`src/rtl/plate_capture.sv`:
```
// Pressure-plate front end: synchronizes and debounces the raw contacts, then commits
// one stable non-zero pattern per press. A clean release is required before re-arming.
module plate_capture #(
    parameter int WIDTH       = 8,
    parameter int DEBOUNCE    = 16,
    parameter int RELEASE_CYC = 4,
    parameter int HOLD_MAX    = 1024
) (
    input  logic             clk,
    input  logic             reset,
    input  logic [WIDTH-1:0] plate_raw,
    input  logic             enable,
    output logic [WIDTH-1:0] plate_out,
    output logic             plate_valid,
    output logic             busy,
    output logic             plate_stuck
);
    typedef enum logic [1:0] {IDLE, SETTLE, HELD, RELEASE} state_t;

    localparam logic [15:0] DEB_LAST  = 16'(DEBOUNCE - 1);
    localparam logic [15:0] REL_LAST  = 16'(RELEASE_CYC - 1);
    localparam logic [15:0] HOLD_LAST = 16'(HOLD_MAX - 1);

    state_t           state;
    logic [WIDTH-1:0] sync1, ps, cand;
    logic [15:0]      cnt, cnt_inc;

    assign cnt_inc = (cnt == 16'hFFFF) ? cnt : cnt + 16'd1;

    always_ff @(posedge clk or negedge reset) begin
        if (!reset) begin
            sync1 <= '0;
            ps    <= '0;
        end else begin
            sync1 <= plate_raw;
            ps    <= sync1;
        end
    end

    always_ff @(posedge clk or negedge reset) begin
        if (!reset) begin
            state       <= IDLE;
            cnt         <= '0;
            cand        <= '0;
            plate_out   <= '0;
            plate_valid <= 1'b0;
            busy        <= 1'b0;
            plate_stuck <= 1'b0;
        end else begin
            plate_valid <= 1'b0;
            case (state)
                IDLE: begin
                    if (enable && ps != '0) begin
                        cand  <= ps;
                        cnt   <= 16'd1;
                        state <= SETTLE;
                        busy  <= 1'b1;
                    end
                end
                SETTLE: begin
                    if (!enable || ps == '0) begin
                        state <= IDLE;
                        busy  <= 1'b0;
                    end else if (ps != cand) begin
                        cand <= ps;
                        cnt  <= 16'd1;
                    end else if (cnt == DEB_LAST) begin
                        plate_out   <= cand;
                        plate_valid <= 1'b1;
                        cnt         <= '0;
                        state       <= HELD;
                    end else begin
                        cnt <= cnt_inc;
                    end
                end
                HELD: begin
                    if (ps == '0) begin
                        cnt   <= 16'd1;
                        state <= RELEASE;
                    end else begin
                        // >= keeps the flag correct once the counter has saturated
                        if (cnt >= HOLD_LAST) plate_stuck <= 1'b1;
                        cnt <= cnt_inc;
                    end
                end
                RELEASE: begin
                    if (ps != '0) begin
                        cnt   <= '0;
                        state <= HELD;
                    end else if (cnt == REL_LAST || RELEASE_CYC == 1) begin
                        cnt   <= '0;
                        state <= IDLE;
                        busy  <= 1'b0;
                    end else begin
                        cnt <= cnt_inc;
                    end
                end
                default: begin
                    state <= IDLE;
                    busy  <= 1'b0;
                end
            endcase
        end
    end
endmodule

```
`config.mk`:
```
export PLATFORM = sky130hd
export DESIGN_NAME = plate_capture
export DESIGN_NICKNAME = d
export VERILOG_FILES = /design/src/rtl/plate_capture.sv
export SDC_FILE = /design/constraint.sdc
export NUM_CORES = 1
export LEC_CHECK = 0
export CAP_MARGIN = 20
export CORE_MARGIN = 3
export CORE_UTILIZATION = 38
export DETAILED_ROUTE_END_ITERATION = 8
export DONT_BUFFER_PORTS = 1
export PLACE_DENSITY_LB_ADDON = 0.08
export SYNTH_ARGS = -nofsm -noshare
export SYNTH_HDL_FRONTEND = slang
export SYNTH_SLANG_ARGS = --single-unit
```
`constraint.sdc`:
```
create_clock -name clk -period 5.7 [get_ports clk]
set_input_delay 0.57 -clock clk [delete_from_list [all_inputs] [get_ports clk]]
set_output_delay 0.57 -clock clk [all_outputs]
set_load 0.03 [all_outputs]
```
# Word level (Yosys, flattened, before mapping)
# Cells that the tools add are included.
# totals
register_bits	53
inputBits	11
wordCells	75
# op_classes
addsub	1
n_lt_le_gt_ge	1
n_eq_ne	17
mux	30
bitwise_logic	3
reduce_logical	14
# ops
operator	count
two-way mux 16 bit	8
one-hot mux 16 bit (4 select lines)	1
two-way mux 8 bit	3
adder 16 x 1 -> 16 bit, second input constant	1
equality test 16 bit, second input constant	1
equality test 16 x 2 -> 1 bit, second input constant	1
equality test 16 x 4 -> 1 bit, second input constant	1
>= comparator 16 x 10 -> 1 bit, second input constant	1
one-hot mux 8 bit (2 select lines)	1
two-way mux 2 bit	7
!= test 2 bit, second input constant	7
AND reduction 5 bit	2
!= test 3 bit, second input constant	3
logical NOT 8 bit	1
two-way mux 1 bit	8
!= test 8 bit	1
one-hot mux 2 bit (4 select lines)	1
AND reduction 4 bit	2
nonzero test 8 bit	1
equality test 2 bit, second input constant	2
inverter 1 bit	3
one-hot mux 1 bit (3 select lines)	1
AND reduction 3 bit	1
nonzero test 3 bit	1
other kinds (7)	7

# Depth between registers and ports, before layout
# Gate-level depths: netlist of run 1.
# logic_depth
depth_word	6
depth_mapped	8

# Worst setup path after synthesis of run 1
# Ideal clock, no wire load.
# synth_timing
kind	register to register
start	register cnt[11]
end	register plate_out[0]
setup_ns	0.125
t_arrival_ns	2.115
required_time_ns	5.575
path_slack_ns	3.460
path_stages_with_launch	6
path_buffers	0
period_less_slack_ns	2.240
cell_sequence	dfrtp_1 -> nor4_4 -> nand2_1 -> or4_4 -> nor4_4 -> mux2_2
# synth_via
elab_chain_cells	2
# synth_lines
item	line	text
start: declaration	26	logic [15:0] cnt, cnt_inc;
start signal: assignment	73	cnt <= cnt_inc;
start signal: assignment	83	cnt <= cnt_inc;
start signal: assignment	95	cnt <= cnt_inc;
equality test 16 x 4 -> 1 bit	67	end else if (cnt == DEB_LAST) begin
AND reduction 4 bit (no line)	n/a	
end signal: assignment	68	plate_out <= cand;
end: declaration	13	output logic [WIDTH-1:0] plate_out,
# No other way between the ends.
# A chain may end at the register's enable or synchronous reset.

# Final worst setup path of run 1
# layout_timing
start	register ps[4]
end	register cnt[14]
# layout_via
elab_chain_cells	4
word_cells_on_any_way	13
# layout_lines
item	line	text
start: declaration	25	logic [WIDTH-1:0] sync1, ps, cand;
start signal: assignment	36	ps <= sync1;
!= test 8 bit (tied with other cells)	64	end else if (ps != cand) begin
two-way mux 16 bit (tied with other cells)	64	
two-way mux 16 bit / != test 2 bit (equally long branches)	n/a	
one-hot mux 16 bit (4 select lines) / AND reduction 2 bit (equally long branches)	n/a	
# Several ways; a longest one is shown, not always the timed one. The select of a mux whose other input is x is not followed.

==> results of run 1 <==
## registers in the layout, summed over array words and instances (netlist names)
| name | cells |
|---|---|
| state | 2 |
| plate_valid | 1 |
| sync1 | 8 |
| ps | 8 |
| busy | 1 |
| plate_stuck | 1 |
| plate_out | 8 |
| cand | 8 |
| cnt | 16 |
## power breakdown
group          internal, mW  leakage, nW  switching, mW
clock network        0.0920       0.0506          0.134
logic                0.0461        0.423         0.0560
registers             0.406        0.680         0.0380
## cells in the mapped netlist (all sizes together)
cell      n  area [sq um]
o2111ai   1          8.76
o31ai     4          30.0
nor3b     2          20.0
dfrtp    53          1330
nor4b     1          8.76
a2bb2oi   2          17.5
o211ai    2          15.0
nand4    11          68.8
inv       4          15.0
o21ai     4          20.0
a31oi     1          6.26
nand2    14          52.6
a21bo     1          10.0
xor2     17           149
buf       1          5.00
nor3      3          15.0
and4      2          18.8
clkbuf    4          15.0
nand2b    2          12.5
nor4bb    1          10.0
or4       1          11.3
and3      3          18.8
nand3b    1          7.51
nor4      8          80.1
mux2i     2          20.0
o311ai    1          8.76
o221ai    1          8.76
a21oi     3          15.0
a21o      1          8.76
nand3     6          30.0
o22ai     1          6.26
nor2b     1          6.26
xnor2     1          8.76
or3b      1          8.76
ha        1          12.5
a31o      1          8.76
and2      1          6.26
mux2     16           180
nor2     23          86.3
## timing repair
| item | 4_1_cts | 5_1_grt |
|---|---|---|
| setup endpoints to repair | 0 | 0 |
| endpoints found under the hold margin | 53 | 0 |
| hold buffers | 1 | 0 |
## kinds of logic (layout without fill, tap and decap cells)
kind of cell	Yosys count	after routing	synth area share (%)
multiplexers	18	18	8.49
AO/OA/AOI/OAI	23	23	6.95
adder cells (fa/ha/maj)	1	1	0.531
flip-flops	53	53	56.3
buffers and inverters	9	13	1.49
XOR/XNOR	18	18	6.69
AND/OR/NAND/NOR	81	81	19.6
## per-stage QoR
step           hold WS (ns)  util [%]
2_1_floorplan         0.274         -
3_3_place_gp          0.276      40.8
3_5_place_dp          0.276      40.8
4_1_cts              0.0994      42.9
5_1_grt              0.0811      42.9
6_report             0.0976      42.9
## routing by layer
metal  wire (um)  track usage, %  vias up  share of wire, %
met5           0               0        -                 0
met4          60            4.60        0               1.3
met3         246            4.32        6               5.4
met2        2010            20.2       36                44
met1        2210            19.1      754                49
li1            -               -      739                 -
## layout make-up
| class | count | area [sq um] |
|---|---|---|
| fillers | 571 | 3400 |
| flip-flops and latches | 53 | 1330 |
| multi-input cells | 141 | 996 |
| well taps | 75 | 93.8 |
| clock buffers | 5 | 68.8 |
| clock inverters | 3 | 28.8 |
| repair buffers | 1 | 27.5 |
| inverters | 4 | 15.0 |
## final timing paths
check | cells after the start | start | to | slack, ns
worst max-delay path | 6 | ps[4] | cnt[14] | 2.98
worst min-delay path | 1 | reset | cand[5] | 0.1
worst max register to register | 6 | ps[4] | cnt[14] | 2.98
worst min register to register | 0 | sync1[2] | ps[2] | 0.36
max in group asynchronous | 1 | reset | cnt[9] | 5.37
min in group clk | 0 | plate_raw[3] | sync1[3] | 0.26
==> reports/metrics.csv, run 1 <==
metric,value,unit
Worst Tran Pin Value,0.975,ns
crit path kind,register to register,
status,"finished, final reports clean",
final instance area,2560,sq um
Post-Layout Cell Count,282,
post-synthesis net count,215,
Yosys warning count,0,
I/O Buffers,0,
Starting Density,39.6,%
Final Hold Fails,0,
post-synthesis instance total,203,
final antenna-violating net count,0,
CP Cell Sequence,nor4_1 -> nand2_1 -> a2bb2oi_1 -> o31ai_1 -> nor2_1 -> nor3_1,
Layout area overhead,8.44,%
Initial DRC Count,87,
Worst path top cell family by delay,simple AND/OR/NAND/NOR gates,
arrival time worst endpoint,2.88,ns
CTS buffer count,5,
WL final,4530,um
row count,28,
leakage power,1.15,nW
unrepaired setup endpoints after global routing,no,
die area,7180,sq um
Worst Path Required,5.86,ns
largest net degree at the start of global routing,54,
crit path launch type,register,
worst path bufs/invs,0,
"critical path fanouts, max",12,
n_diodes,0,
"Clk pin slew, worst setup/hold paths",0.11,ns
Post-CTS Setup Inserts,0,
first-pass GRT wire length,7760,um
placed cells,273,
achievable frequency,0.368,GHz
Detailed Place HPWL,3160,um
most frequent cells in the layout,"dfrtp_1, nor2_1, xor2_1",
final worst-path cycle share,47.7,%
# setup viols final,0,
gp weighted congestion,0.782,
DRC,0,
synthesized area per cell,11.6,sq um
drt pass-1 iters,4,
"most common cell after layout, fill and taps aside",dfrtp_1,
Worst IR Drop VDD,126,uV
Pins Over Slew Limit,0,
vias in the first global route,1590,
post-route total power,0.772,mW
H-tree depth,2,
area of the core,5960,sq um
Ports,22,
number of antenna violations at the first check in global routing,0,
post-route setup slack,2.98,ns
post-synth design cell area,2360,sq um
via/cell ratio,5.44,
crit-path max cell delay,0.65,ns
layout cell share with drive strength beyond 1,16.4,%
"Seq/Total Area, Yosys",56.3,%
Die Y,84.8,um
clock buffer depth,2,
Slew headroom,34.7,%
Final TNS setup,0,ns
Routed wire per std cell,16.1,um
fin crit period,2.72,ns
nets,218,
Root Driver,clkbuf_8,
CP max stage cell,nor2_1,
grt ovf,0,
crit end category,register,
vias,1535,
cell area power density,302,nW/um^2
clk_lat worst skew,0.32,ns
Tot GR Track Use,13.7,%
pre-CTS WS,2.95,ns
CTS tree,yes,
count of cell types in the netlist,42,
skew final,0.0120,ns
cts repair resizes,0,
CTS sink cnt,53,
max cap viols,0,
Yosys reg bits,53,
"Cell Area, Placed",2430,sq um
hold crit path type,primary input to async pin,
Die X,84.8,um
Power figures use the tool's default switching activity.
==> run 2: changes to the inputs <==
Clock period 5.7 ns to 2.3 ns, I/O delays scaled along.
==> run 2 against run 1 <==
Against the previous run: clock skew is 0.0024 ns higher; count of clock-buffer cells in the layout is 1 higher; power grew to 2.7 times the previous value; critical path depth is 1 higher; sequential power is 150% higher; die area stayed put; core utilization is 5.5 points higher; combinational power grew to 4.1 times the previous value; clock power grew to 2.5 times the previous value; register-to-register slack worse by 2.9 ns; largest power group unchanged.
==> reports/metrics.csv, run 2 (synthesized netlist as in run 1, its figures left out) <==
metric,value,unit,change
hold crit path type,primary input to register,,
die area,7180,sq um,unchanged
final worst-path cycle share,95.5,%,+48 points
Worst IR Drop VDD,362,uV,+190%
Slew headroom,65.9,%,+31 points
Crit path depth,7,,+1
"Clk pin slew, worst setup/hold paths",0.11,ns,about the same
Die X,84.8,um,unchanged
Root Driver,clkbuf_8,,
CP Cell Sequence,ha_2 -> and3_1 -> nand2_1 -> or4_4 -> nor4_4 -> buf_2 -> mux2_2,,
number of flip-flops in the largest register,16,,unchanged
Worst Path Required,2.51,ns,-3.35 ns
largest reg by FF count,cnt,,
number of antenna violations at the first check in global routing,0,,unchanged
crit end category,register,,
Hold Startpoint,enable,,
Final Util,48.5,%,+5.5 points
Min Hold Slack,0.0566,ns,-0.0410 ns
first-pass GRT wire length,8370,um,+7.9%
most frequent cells in the layout,"dfrtp_1, buf_4, nor2_1",,
Ports,22,,unchanged
Worst Setup SP,cnt[0],,
max cap viols,0,,unchanged
I/O Buffers,0,,unchanged
hold depth,2,,
leakage power,1.32,nW,+14%
Worst Tran Pin Value,0.511,ns,-0.464 ns
Detailed Place HPWL,3390,um,+7.5%
Tot GR Track Use,14.6,%,+0.88 points
Pins Over Slew Limit,0,,unchanged
area of the core,5960,sq um,unchanged
Initial DRC Count,55,,-37%
# fillers,542,,-5.1%
worst path bufs/invs,1,,+1
Reg-to-Reg Start,cnt[0],,
DRC,0,,unchanged
"critical path fanouts, max",4,,-8
achievable frequency,0.455,GHz,+24%
combined area of the multi-input logic cells,1040,sq um,+4.8%
crit-path max cell delay,0.51,ns,-0.14 ns
crit path kind,register to register,,
vias,1661,,+8.2%
fin crit period,2.20,ns,-0.521 ns
unrepaired setup endpoints after global routing,no,,
WL final,4810,um,+6.1%
cell area power density,724,nW/um^2,+140%
CTS sink cnt,53,,unchanged
skew final,0.0144,ns,+0.00241 ns
via/cell ratio,5.26,,-3.4%
FF+latch area,1330,sq um,about the same
# setup viols final,0,,unchanged
Die Y,84.8,um,unchanged
Final Hold Fails,0,,unchanged
"most common cell after layout, fill and taps aside",dfrtp_1,,
row count,28,,unchanged
clock buffer depth,2,,unchanged
Routed wire per std cell,15.2,um,-5.3%
layout cell share with drive strength beyond 1,27.4,%,+11 points
n_diodes,0,,unchanged
Worst path top cell family by delay,simple AND/OR/NAND/NOR gates,,
vias in the first global route,1715,,+7.9%
CTS buffer count,5,,unchanged
clk_lat worst skew,0.31,ns,about the same
crit path launch type,register,,
CP max stage cell,or4_4,,
nets,252,,+16%
H-tree depth,2,,unchanged
gp weighted congestion,0.794,,+1.5%
largest net degree at the start of global routing,54,,unchanged
reg2reg path depth,7,,+1
arrival time worst endpoint,2.40,ns,-0.48 ns
Layout area overhead,22.5,%,
CTS tree,yes,,
Starting Density,39.6,%,unchanged
grt ovf,0,,unchanged
drt pass-1 iters,4,,unchanged
final antenna-violating net count,0,,unchanged
status,"finished, final reports clean",,
-- run 2: final timing paths --
path,to,slack (ns)
max reg2reg,plate_out[6],0.10
max,plate_out[6],0.10
min in group asynchronous,plate_valid,0.42
min reg2reg,ps[5],0.36
max in group asynchronous,cnt[12],1.62
min,state[1],0.06
-- run 2: metal layers --
layer / global-route usage (%) / vias to the layer above / routed length, um
li1: - / 805 / -
met1: 20.3 / 826 / 2370
met2: 22.6 / 24 / 2190
met3: 3.93 / 6 / 189
met4: 4.03 / 0 / 55
met5: 0 / - / 0
-- run 2: layout make-up --
cell class	count	share of cell area (%)
Tap cell	75	3.25
Inverter	4	0.520
Sequential cell	53	46.0
Clock buffer	6	2.86
Timing Repair Buffer	35	10.6
Multi-Input combinational cell	141	36.2
Clock inverter	2	0.607
-- run 2: power by group --
group	leakage [nW]	internal, mW	total [mW]	switching, mW
clock network	0.0518	0.251	0.573	0.323
registers	0.678	1.01	1.09	0.0837
logic	0.588	0.222	0.422	0.200
total	1.32	1.48	2.09	0.606
-- run 2: per-stage QoR --
step	worst slack, ns	TNS, ns	total power [mW]	std cells	cell area [sq um]
6_report	0.103	0	2.09	316	2890
5_1_grt	0.00124	0	2.23	316	2890
4_1_cts	0.0254	0	2.07	312	2810
3_5_place_dp	-0.0800	-0.670	1.45	292	2570
3_3_place_gp	0.0146	0	1.43	292	2570
2_1_floorplan	0.0600	0	1.29	203	2360
-- run 2: what timing repair did --
action	4_1_cts	5_1_grt
hold buffers	10	0
hold endpoints to repair	61	0
cloned	0	1
gates resized for setup	3	8
setup buffers	2	3
pin swaps	1	4
setup endpoints to repair	20	24
==> run 3: changes to the inputs <==
Settings changed: ABC_AREA set to 1.
==> run 3 against run 2 <==
Against the previous run: setup slack improved by 0.46 ns; count of clock-buffer cells in the layout unchanged; die area increased by 13%; cell area increased by 4.1%; non-clock buffer count decreased by 25; core utilization decreased by 3.0 points; power increased by 23%; clock skew decreased by 0.0053 ns; first-iteration DRC count increased by 120%; cell count increased by 41%; worst hold slack improved by 0.14 ns; highest routed layer unchanged.
==> reports/metrics.csv, run 3 <==
metric,value,unit,change
Routed wire per std cell,12.3,um,-19%
CP max stage cell,dfrtp_1,,
number of antenna violations at the first check in global routing,0,,unchanged
post-synthesis net count,346,,+61%
vias in the first global route,1926,,+12%
P_sw,0.985,mW,+62%
crit path kind,register to register,,
clk_lat worst skew,0.30,ns,about the same
most frequent cells in the layout,"nand2_1, dfrtp_1, inv_1",,
vias,2052,,+24%
top post-synthesis cells by area,"dfrtp_1, nand2_1, nand3_1",,
Die X,90.0,um,+6.2%
Detailed Place HPWL,4040,um,+19%
placed cells,426,,+46%
"EDFF count, synth",0,,unchanged
Worst IR Drop VDD,383,uV,+5.6%
max cap viols,0,,unchanged
gp weighted congestion,0.788,,-0.76%
cell area power density,852,nW/um^2,+18%
Min Hold Slack,0.194,ns,+0.137 ns
Worst path top cell family by delay,simple AND/OR/NAND/NOR gates,,
area of the core,6600,sq um,+11%
most frequent cells after synthesis,"nand2_1, dfrtp_1, inv_1",,
"most common cell after layout, fill and taps aside",nand2_1,,
first-pass GRT wire length,9670,um,+16%
Worst Setup SP,cnt[0],,
Ports,22,,unchanged
status,"finished, final reports clean",,
Initial DRC Count,120,,+120%
Pins Over Slew Limit,0,,unchanged
hold crit path type,primary input to register,,
CP Cell Sequence,ha_1 -> nand3_1 -> nor2_1 -> nand2_1 -> inv_1 -> nand3_4 -> inv_2 -> nand2_1 -> nand2_1,,
reg2reg path depth,9,,+2
hold depth,4,,+2
DRC,0,,unchanged
drt pass-1 iters,5,,+1
Post-Layout Cell Count,444,,+41%
H-tree depth,2,,unchanged
"Primary FF master, synth",dfrtp_1,,
Starting Density,40.6,%,+1.0 points
n_diodes,0,,unchanged
nets,362,,+44%
synthesized area per cell,8.03,sq um,-31%
post-synth top area share,49.4,%,-6.8 points
crit path launch type,register,,
final antenna-violating net count,0,,unchanged
count of cell types in the netlist,30,,-29%
layout cell share with drive strength beyond 1,12.3,%,-15 points
Final Hold Fails,0,,unchanged
Layout area overhead,12.0,%,
Post-CTS Setup Inserts,0,,-2
Die Y,90.0,um,+6.2%
Reg-to-Reg Start,cnt[0],,
row count,29,,+3.6%
Tot GR Track Use,14.6,%,+0.029 points
"Clk pin slew, worst setup/hold paths",0.10,ns,about the same
final worst-path cycle share,75.4,%,-20 points
WL final,5460,um,+13%
"Seq/Total Area, Yosys",49.4,%,-6.8 points
arrival time worst endpoint,1.98,ns,-0.42 ns
Crit path depth,9,,+2
sw frac,38.4,%,+9.4 points
Yosys reg bits,53,,unchanged
FF+latch area,1330,sq um,about the same
Yosys warning count,0,,unchanged
Hold Startpoint,enable,,
Root Driver,clkbuf_8,,
Pint,1.58,mW,+6.3%
post-synth design cell area,2680,sq um,+14%
asr flop ratio synth,100,%,unchanged
clock buffer depth,2,,unchanged
grt ovf,0,,unchanged
Worst Tran Pin Value,0.379,ns,-0.132 ns
via/cell ratio,4.62,,-12%
Logic pwr share,29.4,%,+9.2 points
leakage power,1.46,nW,+11%
post-synthesis instance total,334,,+65%
combined area of the multi-input logic cells,1180,sq um,+13%
unrepaired setup endpoints after global routing,no,,
number of flip-flops in the largest register,16,,unchanged
largest reg by FF count,cnt,,
worst path bufs/invs,2,,+1
crit end category,register,,
fin crit period,1.73,ns,-0.463 ns
# fillers,696,,+28%
Slew headroom,74.5,%,+8.6 points
"critical path fanouts, max",10,,+6
die area,8100,sq um,+13%
Final TNS setup,0,ns,unchanged
CTS Hold Bufs,10,,unchanged
largest net degree at the start of global routing,54,,unchanged
# setup viols final,0,,unchanged
crit-path most repeated cell,nand2_1,,
I/O Buffers,0,,unchanged
cts repair resizes,0,,-3
clock share of power,21.9,%,-5.5 points
cell taking the most area after synthesis,dfrtp_1,,
Worst Path Required,2.54,ns,+0.03 ns
skew final,0.00909,ns,-0.00530 ns
CTS sink cnt,53,,unchanged
cell with the most instances after synthesis,nand2_1,,
crit-path max cell delay,0.41,ns,-0.10 ns
CTS tree,yes,,
Reg power frac,48.7,%,-3.7 points
CTS buffer count,5,,unchanged
achievable frequency,0.577,GHz,+27%
[run 3: cell types whose count changed in the layout (fill, tap and decap cells not counted), sizes merged, moves of 4 or more]
cell and change:
nor4 -7, o31ai -4, xor2 -11, nand2 +104
o21ai +16, nand4 -9, buf -25, nor2 +19
inv +38, mux2 -16, nand3 +28
[run 3: power by group through the flow]
| stage | combinational (mW) | sequential, mW | clock, mW |
|---|---|---|---|
| after floorplan | 0.585 | 1.21 | 0 |
| after global placement | 0.730 | 1.26 | 0 |
| after detailed placement | 0.726 | 1.26 | 0 |
| after CTS | 0.763 | 1.25 | 0.594 |
| after global routing | 0.877 | 1.27 | 0.632 |
| final | 0.753 | 1.25 | 0.562 |
[run 3: cell type report]
cell class,count,area share (%)
flip-flops and latches,53,44.1
multi-input cells,237,39.2
inverters,43,5.54
repair buffers,10,3.91
well taps,93,3.87
clock buffers,6,2.75
clock inverters,2,0.583
[run 3: metrics by stage]
| step | util (%) | area [sq um] | total power [mW] | setup WS, ns |
|---|---|---|---|---|
| floorplan | - | 2680 | 1.79 | 0.808 |
| global placement | 42.2 | 2790 | 1.99 | 0.586 |
| detailed placement | 42.2 | 2790 | 1.99 | 0.596 |
| CTS | 45.5 | 3010 | 2.60 | 0.548 |
| global route | 45.5 | 3010 | 2.78 | 0.371 |
| finish | 45.5 | 3010 | 2.56 | 0.566 |
[run 3: routing by layer]
layer | GRT usage, % | share of wire, %
met5 | 0 | 0
met4 | 3.06 | 0.81
met3 | 2.92 | 3.6
met2 | 21.0 | 42
met1 | 22.6 | 54
[run 3: worst paths after layout]
check	endpoint	slack (ns)
worst max-delay path	plate_out[0]	0.57
worst min-delay path	busy	0.19
worst max register to register	plate_out[0]	0.57
worst min register to register	ps[6]	0.36
max in group asynchronous	cnt[7]	1.62
min in group asynchronous	plate_stuck	0.44
[run 3: worst register-to-register path, stage by stage (launching register included)]
cell and delay (ns):
dfrtp_1 0.41, ha_1 0.26, nand3_1 0.15, nor2_1 0.16, nand2_1 0.13, inv_1 0.13, nand3_4 0.14, inv_2 0.16
nand2_1 0.08, nand2_1 0.06
[run 3: kinds of logic after synthesis]
kind of cell             Yosys count  synth area share [%]
AND/OR/NAND/NOR                  205                  35.8
flip-flops                        53                  49.4
AO/OA/AOI/OAI                     22                  4.71
buffers and inverters             44                  6.62
adder cells (fa/ha/maj)            1                 0.466
XOR/XNOR                           9                  2.94
